`src/rtl/controller.sv`:
```
// Top-level sequencer: initialises memory, then walks the serial, systolic and custom
// compute phases over four stride windows before handing results to the display.
module controller (
    input  logic       clk,
    input  logic       rst,
    input  logic       start,
    input  logic       serial_mode_done,
    input  logic       weight_Preloader_done,
    input  logic       feature_Loader_done,
    input  logic       custom_mode_done,
    input  logic       display_done,
    output logic       rst_computation_module,
    output logic       rst_display_module,
    output logic [7:0] data,
    output logic [5:0] addr_0,
    output logic       mem_sel,
    output logic [7:0] serial_mode_feature_baseaddr,
    output logic [5:0] systolic_mode_feature_baseaddr,
    output logic       serial_mode_en,
    output logic       Weight_Preloader_en,
    output logic       Feature_Loader_en,
    output logic       custom_mode_en,
    output logic       display_mode_reg_en,
    output logic       systolic_mode,
    output logic [1:0] c_reg_sel,
    output logic [1:0] computation_mode_sel
);

    typedef enum logic [3:0] {
        IDLE, INIT, SERIAL, W_PRELOAD, F_LOAD, DRAIN, CUSTOM, DISPLAY, DONE
    } state_t;

    state_t     state, state_nxt;
    logic [1:0] s, s_nxt;
    logic       gap, gap_nxt;
    logic [4:0] cnt, cnt_nxt;
    logic [2:0] base_nxt;
    logic [7:0] data_nxt;

    always_comb begin
        state_nxt = state;
        s_nxt     = s;
        gap_nxt   = 1'b0;
        cnt_nxt   = cnt;
        case (state)
            IDLE: if (start) begin
                state_nxt = INIT;
                cnt_nxt   = '0;
            end
            INIT: if (cnt == 5'd24) begin
                state_nxt = SERIAL;
                cnt_nxt   = '0;
            end else begin
                cnt_nxt = cnt + 5'd1;
            end
            SERIAL: if (!gap && serial_mode_done) begin
                if (s == 2'd3) begin
                    s_nxt     = '0;
                    state_nxt = W_PRELOAD;
                end else begin
                    s_nxt   = s + 2'd1;
                    gap_nxt = 1'b1;
                end
            end
            W_PRELOAD: if (weight_Preloader_done) state_nxt = F_LOAD;
            F_LOAD: if (!gap && feature_Loader_done) begin
                if (s == 2'd3) begin
                    s_nxt     = '0;
                    state_nxt = DRAIN;
                    cnt_nxt   = '0;
                end else begin
                    s_nxt   = s + 2'd1;
                    gap_nxt = 1'b1;
                end
            end
            DRAIN: if (cnt == 5'd2) begin
                state_nxt = CUSTOM;
                cnt_nxt   = '0;
            end else begin
                cnt_nxt = cnt + 5'd1;
            end
            CUSTOM:  if (custom_mode_done) state_nxt = DISPLAY;
            DISPLAY: if (display_done)     state_nxt = DONE;
            DONE:    if (!start)           state_nxt = IDLE;
            default: state_nxt = IDLE;
        endcase
    end

    // Outputs are decoded from the next state so the registered copy tracks the state register.
    always_comb begin
        base_nxt = {s_nxt[1], 1'b0, s_nxt[0]};
        data_nxt = '0;
        if (state_nxt == INIT)
            data_nxt = (cnt_nxt < 5'd16) ? {3'b000, cnt_nxt} + 8'd1 : {3'b000, cnt_nxt} - 8'd15;
    end

    always_ff @(posedge clk) begin
        if (!rst) begin
            state                          <= IDLE;
            s                              <= '0;
            gap                            <= 1'b0;
            cnt                            <= '0;
            rst_computation_module         <= 1'b0;
            rst_display_module             <= 1'b0;
            data                           <= '0;
            addr_0                         <= '0;
            mem_sel                        <= 1'b1;
            serial_mode_feature_baseaddr   <= '0;
            systolic_mode_feature_baseaddr <= '0;
            serial_mode_en                 <= 1'b0;
            Weight_Preloader_en            <= 1'b0;
            Feature_Loader_en              <= 1'b0;
            custom_mode_en                 <= 1'b0;
            display_mode_reg_en            <= 1'b0;
            systolic_mode                  <= 1'b0;
            c_reg_sel                      <= '0;
            computation_mode_sel           <= '0;
        end else begin
            state                          <= state_nxt;
            s                              <= s_nxt;
            gap                            <= gap_nxt;
            cnt                            <= cnt_nxt;
            rst_computation_module         <= !(state_nxt inside {IDLE, INIT});
            rst_display_module             <= state_nxt inside {DISPLAY, DONE};
            data                           <= data_nxt;
            addr_0                         <= (state_nxt == INIT) ? {1'b0, cnt_nxt} : '0;
            mem_sel                        <= state_nxt inside {IDLE, INIT, DONE};
            serial_mode_feature_baseaddr   <= {5'b00000, base_nxt};
            systolic_mode_feature_baseaddr <= {3'b000, base_nxt};
            serial_mode_en                 <= (state_nxt == SERIAL) && !gap_nxt;
            Weight_Preloader_en            <= (state_nxt == W_PRELOAD);
            Feature_Loader_en              <= (state_nxt == F_LOAD) && !gap_nxt;
            custom_mode_en                 <= (state_nxt == CUSTOM);
            display_mode_reg_en            <= (state_nxt == DISPLAY);
            systolic_mode                  <= (state_nxt == F_LOAD);
            c_reg_sel                      <= (state_nxt inside {SERIAL, F_LOAD}) ? s_nxt : 2'd0;
            case (state_nxt)
                SERIAL:                   computation_mode_sel <= 2'b01;
                W_PRELOAD, F_LOAD, DRAIN: computation_mode_sel <= 2'b10;
                CUSTOM:                   computation_mode_sel <= 2'b11;
                default:                  computation_mode_sel <= 2'b00;
            endcase
        end
    end

endmodule

```
`config.mk`:
```
export PLATFORM = sky130hd
export DESIGN_NAME = controller
export DESIGN_NICKNAME = d
export VERILOG_FILES = /design/src/rtl/controller.sv
export SDC_FILE = /design/constraint.sdc
export NUM_CORES = 1
export LEC_CHECK = 0
export ABC_CLOCK_PERIOD_IN_PS = 2600
export BUFFER_PORTS_ARGS = -buffer_cell sky130_fd_sc_hd__buf_2
export CORE_MARGIN = 3
export CORE_UTILIZATION = 53
export CTS_BUF_LIST = sky130_fd_sc_hd__clkbuf_2
export CTS_CLUSTER_SIZE = 24
export DETAILED_ROUTE_END_ITERATION = 6
export PLACE_DENSITY = 0.8
export SYNTH_ARGS = -nofsm -noshare
export SYNTH_HDL_FRONTEND = slang
export SYNTH_SLANG_ARGS = --single-unit
```
`constraint.sdc`:
```
create_clock -name clk -period 2.6 [get_ports clk]
set_input_delay 0.13 -clock clk [delete_from_list [all_inputs] [get_ports clk]]
set_output_delay 0.13 -clock clk [all_outputs]
set_load 0.1 [all_outputs]
```
==> reports/metrics.csv, run 1 <==
metric,value,unit
outcome,"complete, no violations",
pwr dens,530,mW/mm²
Post-synth top flop,dfxtp_1,
clk_skew,16.2,ps
share of cells above drive strength 1,0.271,
crit path cell chain,mux2_2 > a21boi_0 > o21ai_2 > or3_4 > a211oi_1,
Vias,1325,
logic gate share of total power,0.180,
max incr delay on CP,640,ps
busiest layer in global routing,met2,
First DRT Iteration DRCs,78,
Initial Util,0.586,
Net Sw Frac,0.340,
final instance area,0.00189,mm²
CP Buf/Inv Count,0,
Min Hold Slack,261,ps
Int Pwr,660,µW
Via density,5.26,
Hold Crit Class,in2reg,
Post-synth EDFFs,0,
RSZ-0062 raised after global routing,no,
Die X,62.6,µm
post-route setup slack,246,ps
antenna violations before repair,0,
core box area,0.00290,mm²
DIE HEIGHT,62.6,µm
routed length per placed instance,13.7,µm
synth unique cells,53,
TNS Setup,0,ps
final worst-path cycle share,0.906,
crit path DAT,2640,ps
"Largest delay share family, worst path",compound AO/OA/AOI/OAI gates,
ys async rst share,0,
placed cell area,0.00184,mm²
"area leader, netlist",dfxtp_1,
fmax,425,MHz
cts bufs inserted,5,
Least-Margin Pin Slew,667,ps
Slew headroom,0.554,
Worst Path Required,2890,ps
crit path time final,2350,ps
register area share after synthesis,0.436,
Die Area,0.00392,mm²
Nets,222,
fill count,253,
Yosys Warn Count,0,
dpl ws,344,ps
htree depth,2,
clk root buf,clkbuf_2,
Net Switching,340,µW
Crit Path Category,reg2reg,
DRT Pass-1 Iters,4,
leakage power,0.833,nW
"top cells by count, synth","dfxtp_1 (37), nor2_1 (22), buf_4 (15)",
routed wire length,3440,µm
Antenna diodes,0,
top-count cell post-synth,dfxtp_1,
I/O pins,49,
Seq cells post-synth,37,
CP max-delay cell,dfxtp_1,
# DRC,0,
met2 usage,0.305,
Row Count,19,
Final ANT Viol Nets,0,
Area Overhead vs Synth,10.9,%
vias in the first global route,1254,
all-layer global routing usage,0.185,
Crit. End Element,flip-flop,
"Setup Fix Bufs, Post-CTS",0,
post-CTS sizing,0,
Worst setup SP type,flip-flop,
GR Layer Usage met3,0.0540,
"Slew Viols, Final",0,
global route overflow,0,
Clk pwr share,0.236,
TritonCTS clock tree,yes,
Post-DP HPWL,2510,µm
Longest Clk Path Bufs,2,
GPL Wtd Cong,0.905,
Max IR drop VDD,0.475,mV
Synth top area share,0.436,
first-pass GRT wire length,5840,µm
Finish-stage setup viols,0,
Syn Area/Cell,9.77,µm²
"Reg clk slew, reported paths",170,ps
CTS Hold Bufs,1,
Syn Std Cell Area,0.00170,mm²
power share of the sequential group,0.584,
largest net degree at the start of global routing,15,
"top cells by area, synth","dfxtp_1 (44%), buf_4 (6.6%), nor2_1 (4.9%), ha_1 (3.7%), a2111oi_4 (3.2%)",
met1 Use GR,0.232,
Port Buf Inserts,37,
Final Hold Violating Endpoints,0,
"Clk Latency, worst-skew pair",380,ps
synthesized instance count,174,
worst-path maximum fanout,14,
clk sinks,37,
Max-cap violations,0,
==> power by group through the flow <==
stage | registers (mW) | clock network, mW | logic [mW]
after floorplan | 0.632 | 0 | 0.134
after global routing | 0.586 | 0.271 | 0.188
after detailed placement | 0.595 | 0 | 0.176
after CTS | 0.584 | 0.241 | 0.178
after global placement | 0.595 | 0 | 0.175
final | 0.584 | 0.236 | 0.180
==> cell usage in the layout (no fill, tap or decap), types with 2 or more instances in the layout <==
cell / netlist / layout
nand2_1: 6 / 6
nand3b_1: 2 / 2
a21o_1: 2 / 2
a2111oi_4: 2 / 2
ha_1: 5 / 5
conb_1: 1 / 13
nand2b_1: 2 / 2
nor3_1: 7 / 7
inv_1: 12 / 12
o31a_1: 2 / 2
nor4b_1: 3 / 3
clkbuf_2: 0 / 5
nor2_1: 22 / 22
nor3b_1: 3 / 3
nand3_1: 3 / 3
a21boi_0: 2 / 2
dfxtp_2: 0 / 2
nand4b_1: 2 / 2
buf_2: 1 / 37
a22oi_1: 3 / 3
dfxtp_1: 37 / 35
a211oi_1: 2 / 2
clkinv_1: 1 / 3
a21oi_1: 3 / 3
and2_1: 3 / 3
or3b_2: 2 / 2
==> through the flow <==
| stage | std cells | util | power, mW |
|---|---|---|---|
| global route | 252 | 0.650 | 1.05 |
| CTS | 252 | 0.650 | 1.00 |
| detailed placement | 243 | 0.634 | 0.772 |
| floorplan | 186 | - | 0.766 |
| global placement | 243 | 0.634 | 0.770 |
| finish | 252 | 0.650 | 1.00 |
==> routing by layer <==
metal,wire [µm],vias up
met5,0,-
li1,-,650
met3,190,7
met2,1580,44
met1,1610,624
met4,53,0
==> path summary, 6_finish.rpt <==
check / start / to / slack [ps] / cells past startpoint
hold / removal: start / rst_computation_module / 260 / 5
hold reg to reg: s[1] / s[1] / 600 / 2
setup / recovery: state[2] / c_reg_sel[0] / 250 / 5
setup reg to reg: state[2] / c_reg_sel[0] / 250 / 5
==> sequential cells by signal, summed over array words and instances, names as in the netlist <==
| name | count |
|---|---|
| Feature_Loader_en | 1 |
| Weight_Preloader_en | 1 |
| addr_0 | 5 |
| c_reg_sel | 2 |
| cnt | 5 |
| computation_mode_sel | 2 |
| custom_mode_en | 1 |
| data | 7 |
| display_mode_reg_en | 1 |
| gap | 1 |
| mem_sel | 1 |
| rst_computation_module | 1 |
| rst_display_module | 1 |
| s | 2 |
| serial_mode_en | 1 |
| state | 4 |
| systolic_mode | 1 |
==> cells by family after synthesis <==
| kind of cell | count (synthesis) | synth area share |
|---|---|---|
| and+or+nand+nor | 65 | 0.237 |
| DFF | 37 | 0.436 |
| buffers and inverters | 35 | 0.116 |
| AOI/OAI and AO/OA | 29 | 0.160 |
| adders and majority gates | 5 | 0.0368 |
| muxes | 2 | 0.0125 |
| other | 1 | 0.00221 |
==> worst reg2reg max path, delay by kind of cell, from the launching register on <==
kind | cells | cell delay [ps]
multiplexers | 1 | 410
AND/OR/NAND/NOR | 1 | 460
AO/OA/AOI/OAI | 3 | 750
flip-flops | 1 | 640
==> layout make-up <==
cell class,count,area (µm²),share of cell area
multi-input combinational,114,808,0.429
sequential,37,743,0.394
timing repair buffer,38,195,0.104
tap,42,52.6,0.0279
inverter,13,48.8,0.0259
clock buffer,5,25.0,0.0133
clock inverter,3,12.5,0.00664
Note: power is estimated with default switching activity, not from simulation.
==> inputs of run 2 (changes only) <==
Settings changed: ABC_CLOCK_PERIOD_IN_PS 2600 to 2100, CORE_UTILIZATION 53 to 48, PLACE_DENSITY 0.8 to 0.77.
Clock period 2.6 ns to 2.1 ns, I/O delays scaled along.
==> reports/metrics.csv, run 2 (synthesis gave the netlist of run 1 again) <==
metric,value,unit
Post-DP HPWL,2910,µm
antenna violations before repair,0,
worst r2r src,cnt[1],
largest net degree at the start of global routing,15,
reg2reg end,c_reg_sel[0],
clk sinks,37,
htree depth,2,
First DRT Iteration DRCs,83,
first-pass GRT wire length,6380,µm
crit path time final,2020,ps
fmax,495,MHz
Port Buf Inserts,37,
Longest Clk Path Bufs,2,
crit path cell chain,inv_2 > ha_4 > nand4b_4 > a2111oi_4 > o21ai_2 > or3_4 > a211oi_2,
Worst Path Required,2390,ps
clk root buf,clkbuf_2,
placed cell count,257,
core box area,0.00320,mm²
Hold Crit Class,in2reg,
final instance area,0.00212,mm²
pwr dens,606,mW/mm²
outcome,"complete, no violations",
hold path startpoint,display_done,
Vias,1419,
TNS Setup,0,ps
Area Overhead vs Synth,24.5,%
utilization after layout,0.661,
I/O pins,49,
Layout Cells excl Fill,272,
leakage power,0.932,nW
max incr delay on CP,430,ps
"Slew Viols, Final",0,
"most common cell after layout, fill and taps aside",buf_2,
"Largest delay share family, worst path",compound AO/OA/AOI/OAI gates,
"Reg clk slew, reported paths",200,ps
Final ANT Viol Nets,0,
"Clk Latency, worst-skew pair",380,ps
cts bufs inserted,5,
Worst setup SP type,flip-flop,
CP max-delay cell,a2111oi_4,
clk_skew,27.7,ps
Critical Path Source,cnt[1],
reg2reg path depth,7,
TritonCTS clock tree,yes,
placed cell area,0.00196,mm²
Crit Path Category,reg2reg,
CP Buf/Inv Count,1,
Largest regs,"data (7), addr_0 (5), cnt (5)",
Max-cap violations,0,
all-layer global routing usage,0.193,
Nets,240,
Hold EP,state[3],
Via density,5.22,
Row Count,20,
most frequent cells in the layout,"buf_2 (37), dfxtp_1 (32), nor2_1 (22), buf_4 (18), conb_1 (13)",
dpl ws,-24.6,ps
DRT Pass-1 Iters,4,
routed wire length,3890,µm
vias in the first global route,1368,
Final Hold Violating Endpoints,0,
crit path DAT,2320,ps
Antenna diodes,0,
Initial Util,0.531,
Die X,65.5,µm
final worst-path cycle share,0.963,
largest register by flop count,data,
Finish-stage setup viols,0,
Die Area,0.00429,mm²
Max IR drop VDD,0.601,mV
global route overflow,0,
share of cells above drive strength 1,0.404,
DIE HEIGHT,65.5,µm
max FFs per register,7,
post-route setup slack,78.1,ps
Hold Crit Depth,4,
worst-path maximum fanout,5,
routed length per placed instance,14.3,µm
RSZ-0062 raised after global routing,yes,
Crit. End Element,flip-flop,
# DRC,0,
GPL Wtd Cong,0.847,
Worst R2R Setup Slack,80,ps
[run 2: worst max-delay path by stage]
stage                   endpoint  slack (ps)  cells after the start
finish              c_reg_sel[0]          80                      7
global placement         data[3]          50                      5
global route             data[2]         -10                      8
CTS                 c_reg_sel[0]           9                      7
detailed placement  c_reg_sel[0]         -20                      5
floorplan                data[2]         -10                      8
[run 2: tightest hold or removal path: stages]
cell and delay [ps]:
buf_2 100, nand3_1 110, o32ai_2 120, and2_1 180
[run 2: layout make-up]
type                       count  area (µm²)
clock inverter                 2        11.3
tap                           44        55.1
sequential                    37         757
multi-input combinational    114         885
fill                         279        1090
inverter                      13        48.8
clock buffer                   6        30.0
timing repair buffer          56         330
[run 2: stage by stage]
step	power (mW)	hold WS [ps]
final	1.28	254
after detailed placement	0.971	377
after global placement	0.966	364
after CTS	1.28	239
after global routing	1.34	262
after floorplan	0.949	227
[run 2: per-layer routing]
metal,track usage,routed length [µm],vias up
met2,0.332,1970,59
met1,0.234,1610,667
met3,0.0564,253,7
met5,0,0,-
li1,-,-,686
met4,0.0466,57,0
[run 2: report_power, final]
group,switching [mW],internal [mW],leakage (nW)
combinational,0.206,0.0518,0.602
clock,0.226,0.0833,0.0266
sequential,0.00789,0.709,0.303
[run 2: what timing repair did]
item                                    4_1_cts  5_1_grt
pin swaps                                     0        8
gates resized for setup                       3       16
buffers inserted                              0        6
endpoints found under the hold margin         2        0
endpoints found under the setup margin        4       13
hold buffers                                  1        0
==> inputs of run 3 (changes only) <==
Settings changed: ABC_CLOCK_PERIOD_IN_PS 2100 to 1700, GPL_ROUTABILITY_DRIVEN from default to 0, GPL_TIMING_DRIVEN from default to 0.
Clock period 2.1 ns to 1.7 ns, I/O delays scaled along.
==> reports/metrics.csv, run 3 (synthesis gave the netlist of run 1 again) <==
metric,value,unit
Max-cap violations,0,
post-route setup slack,-279,ps
Slew headroom,0.649,
core box area,0.00320,mm²
failing checks,negative setup slack,
CP max-delay cell,a2111oi_4,
Finish-stage setup viols,27,
Max IR drop VDD,0.776,mV
crit path cell chain,inv_2 > ha_4 > nand4b_4 > a2111oi_4 > o21ai_4 > or3_4 > a211oi_2,
worst-path maximum fanout,5,
Crit Path Category,reg2reg,
"Clk Latency, worst-skew pair",390,ps
TNS Setup,-4580,ps
Hold Crit Depth,3,
Final Hold Violating Endpoints,0,
Area Overhead vs Synth,55.8,%
clk_skew,14.8,ps
crit path time final,1980,ps
DIE HEIGHT,65.5,µm
first-pass GRT wire length,7000,µm
"Slew Viols, Final",0,
placed cell area,0.00210,mm²
final worst-path cycle share,1.16,
clk sinks,37,
Die X,65.5,µm
Final ANT Viol Nets,0,
Layout Cells excl Fill,304,
reg2reg path depth,7,
Antenna diodes,0,
"Largest delay share family, worst path",compound AO/OA/AOI/OAI gates,
fmax,505,MHz
max FFs per register,7,
CP Buf/Inv Count,1,
RSZ-0062 raised after global routing,yes,
clk root buf,clkbuf_2,
worst r2r src,cnt[1],
Min Hold Slack,67.5,ps
Port Buf Inserts,37,
largest register by flop count,data,
Initial Util,0.531,
routed wire length,4860,µm
overall power,1.68,mW
Largest regs,"data (7), addr_0 (5), cnt (5)",
Vias,1622,
share of cells above drive strength 1,0.635,
Die Area,0.00429,mm²
antenna violations before repair,0,
Via density,5.34,
pwr dens,635,mW/mm²
Worst setup SP type,flip-flop,
dpl ws,-455,ps
DRT Pass-1 Iters,4,
Crit. End Element,flip-flop,
CP Depth,7,
Nets,272,
htree depth,2,
Post-DP HPWL,2860,µm
outcome,finished with violations,
WL met2,2410,µm
Top Layer Used,met4,
cts bufs inserted,5,
"Reg clk slew, reported paths",190,ps
Row Count,20,
metal3 WL,326,µm
Least-Margin Pin Slew,527,ps
First DRT Iteration DRCs,95,
Longest Clk Path Bufs,2,
leakage power,1.15,nW
max incr delay on CP,470,ps
M1 WL,1930,µm
all-layer global routing usage,0.214,
largest net degree at the start of global routing,12,
"most common cell after layout, fill and taps aside",buf_2,
TritonCTS clock tree,yes,
utilization after layout,0.827,
final instance area,0.00265,mm²
crit path DAT,2300,ps
routed length per placed instance,16.0,µm
most frequent cells in the layout,"buf_2 (38), buf_4 (35), dfxtp_1 (28), conb_1 (13), buf_6 (12)",
I/O pins,49,
placed cell count,267,
Hold Crit Class,in2reg,
# DRC,0,
Critical Path Source,cnt[1],
hold path startpoint,rst,
global route overflow,0,
vias in the first global route,1514,
Worst Path Required,2020,ps
-- run 3: changes by cell type in the layout (fill, tap and decap cells not counted), moves of 3 or more --
cell     change
nor2_4       +3
dfxtp_1      -4
a21oi_1      -3
nor3_2       +5
nor2_2       +8
nor2_1      -11
dfxtp_2      +3
buf_6       +12
nor3_1       -5
buf_4       +17
-- run 3: tightest hold or removal path, delay by kind of cell --
family | cells | cell delay, ps
buffers and inverters | 2 | 320
AND/OR/NAND/NOR | 1 | 50
-- run 3: cell type report --
type	instances	area, µm²
inverter	13	51.3
buffer	19	150
tap	44	55.1
fill	195	553
multi-input combinational	114	1120
timing repair buffer	69	472
clock inverter	2	10.0
clock buffer	6	30.0
sequential	37	764
-- run 3: repair_timing --
action | in CTS | in global routing
hold buffers | 1 | 0
pin swaps | 14 | 28
setup buffers | 18 | 12
endpoints found under the hold margin | 2 | 0
gates resized for setup | 35 | 32
cloned | 2 | 0
endpoints found under the setup margin | 25 | 31
-- run 3: power by group --
part	switching, mW	leakage, nW	internal (mW)
Combinational	0.294	0.808	0.115
Sequential	0.00761	0.305	0.875
Clock	0.288	0.0327	0.103
Total	0.590	1.15	1.09
-- run 3: final timing paths --
| check | end | slack (ps) |
|---|---|---|
| worst min-delay path | cnt[1] | 70 |
| worst max register to register | c_reg_sel[1] | -280 |
| worst min register to register | s[1] | 690 |
| worst max-delay path | c_reg_sel[1] | -280 |
-- run 3: layer usage --
metal  track usage  up-vias
met1         0.245      772
met3        0.0564       22
li1              -      752
met4         0.119        0
met2         0.359       76
met5             0        -
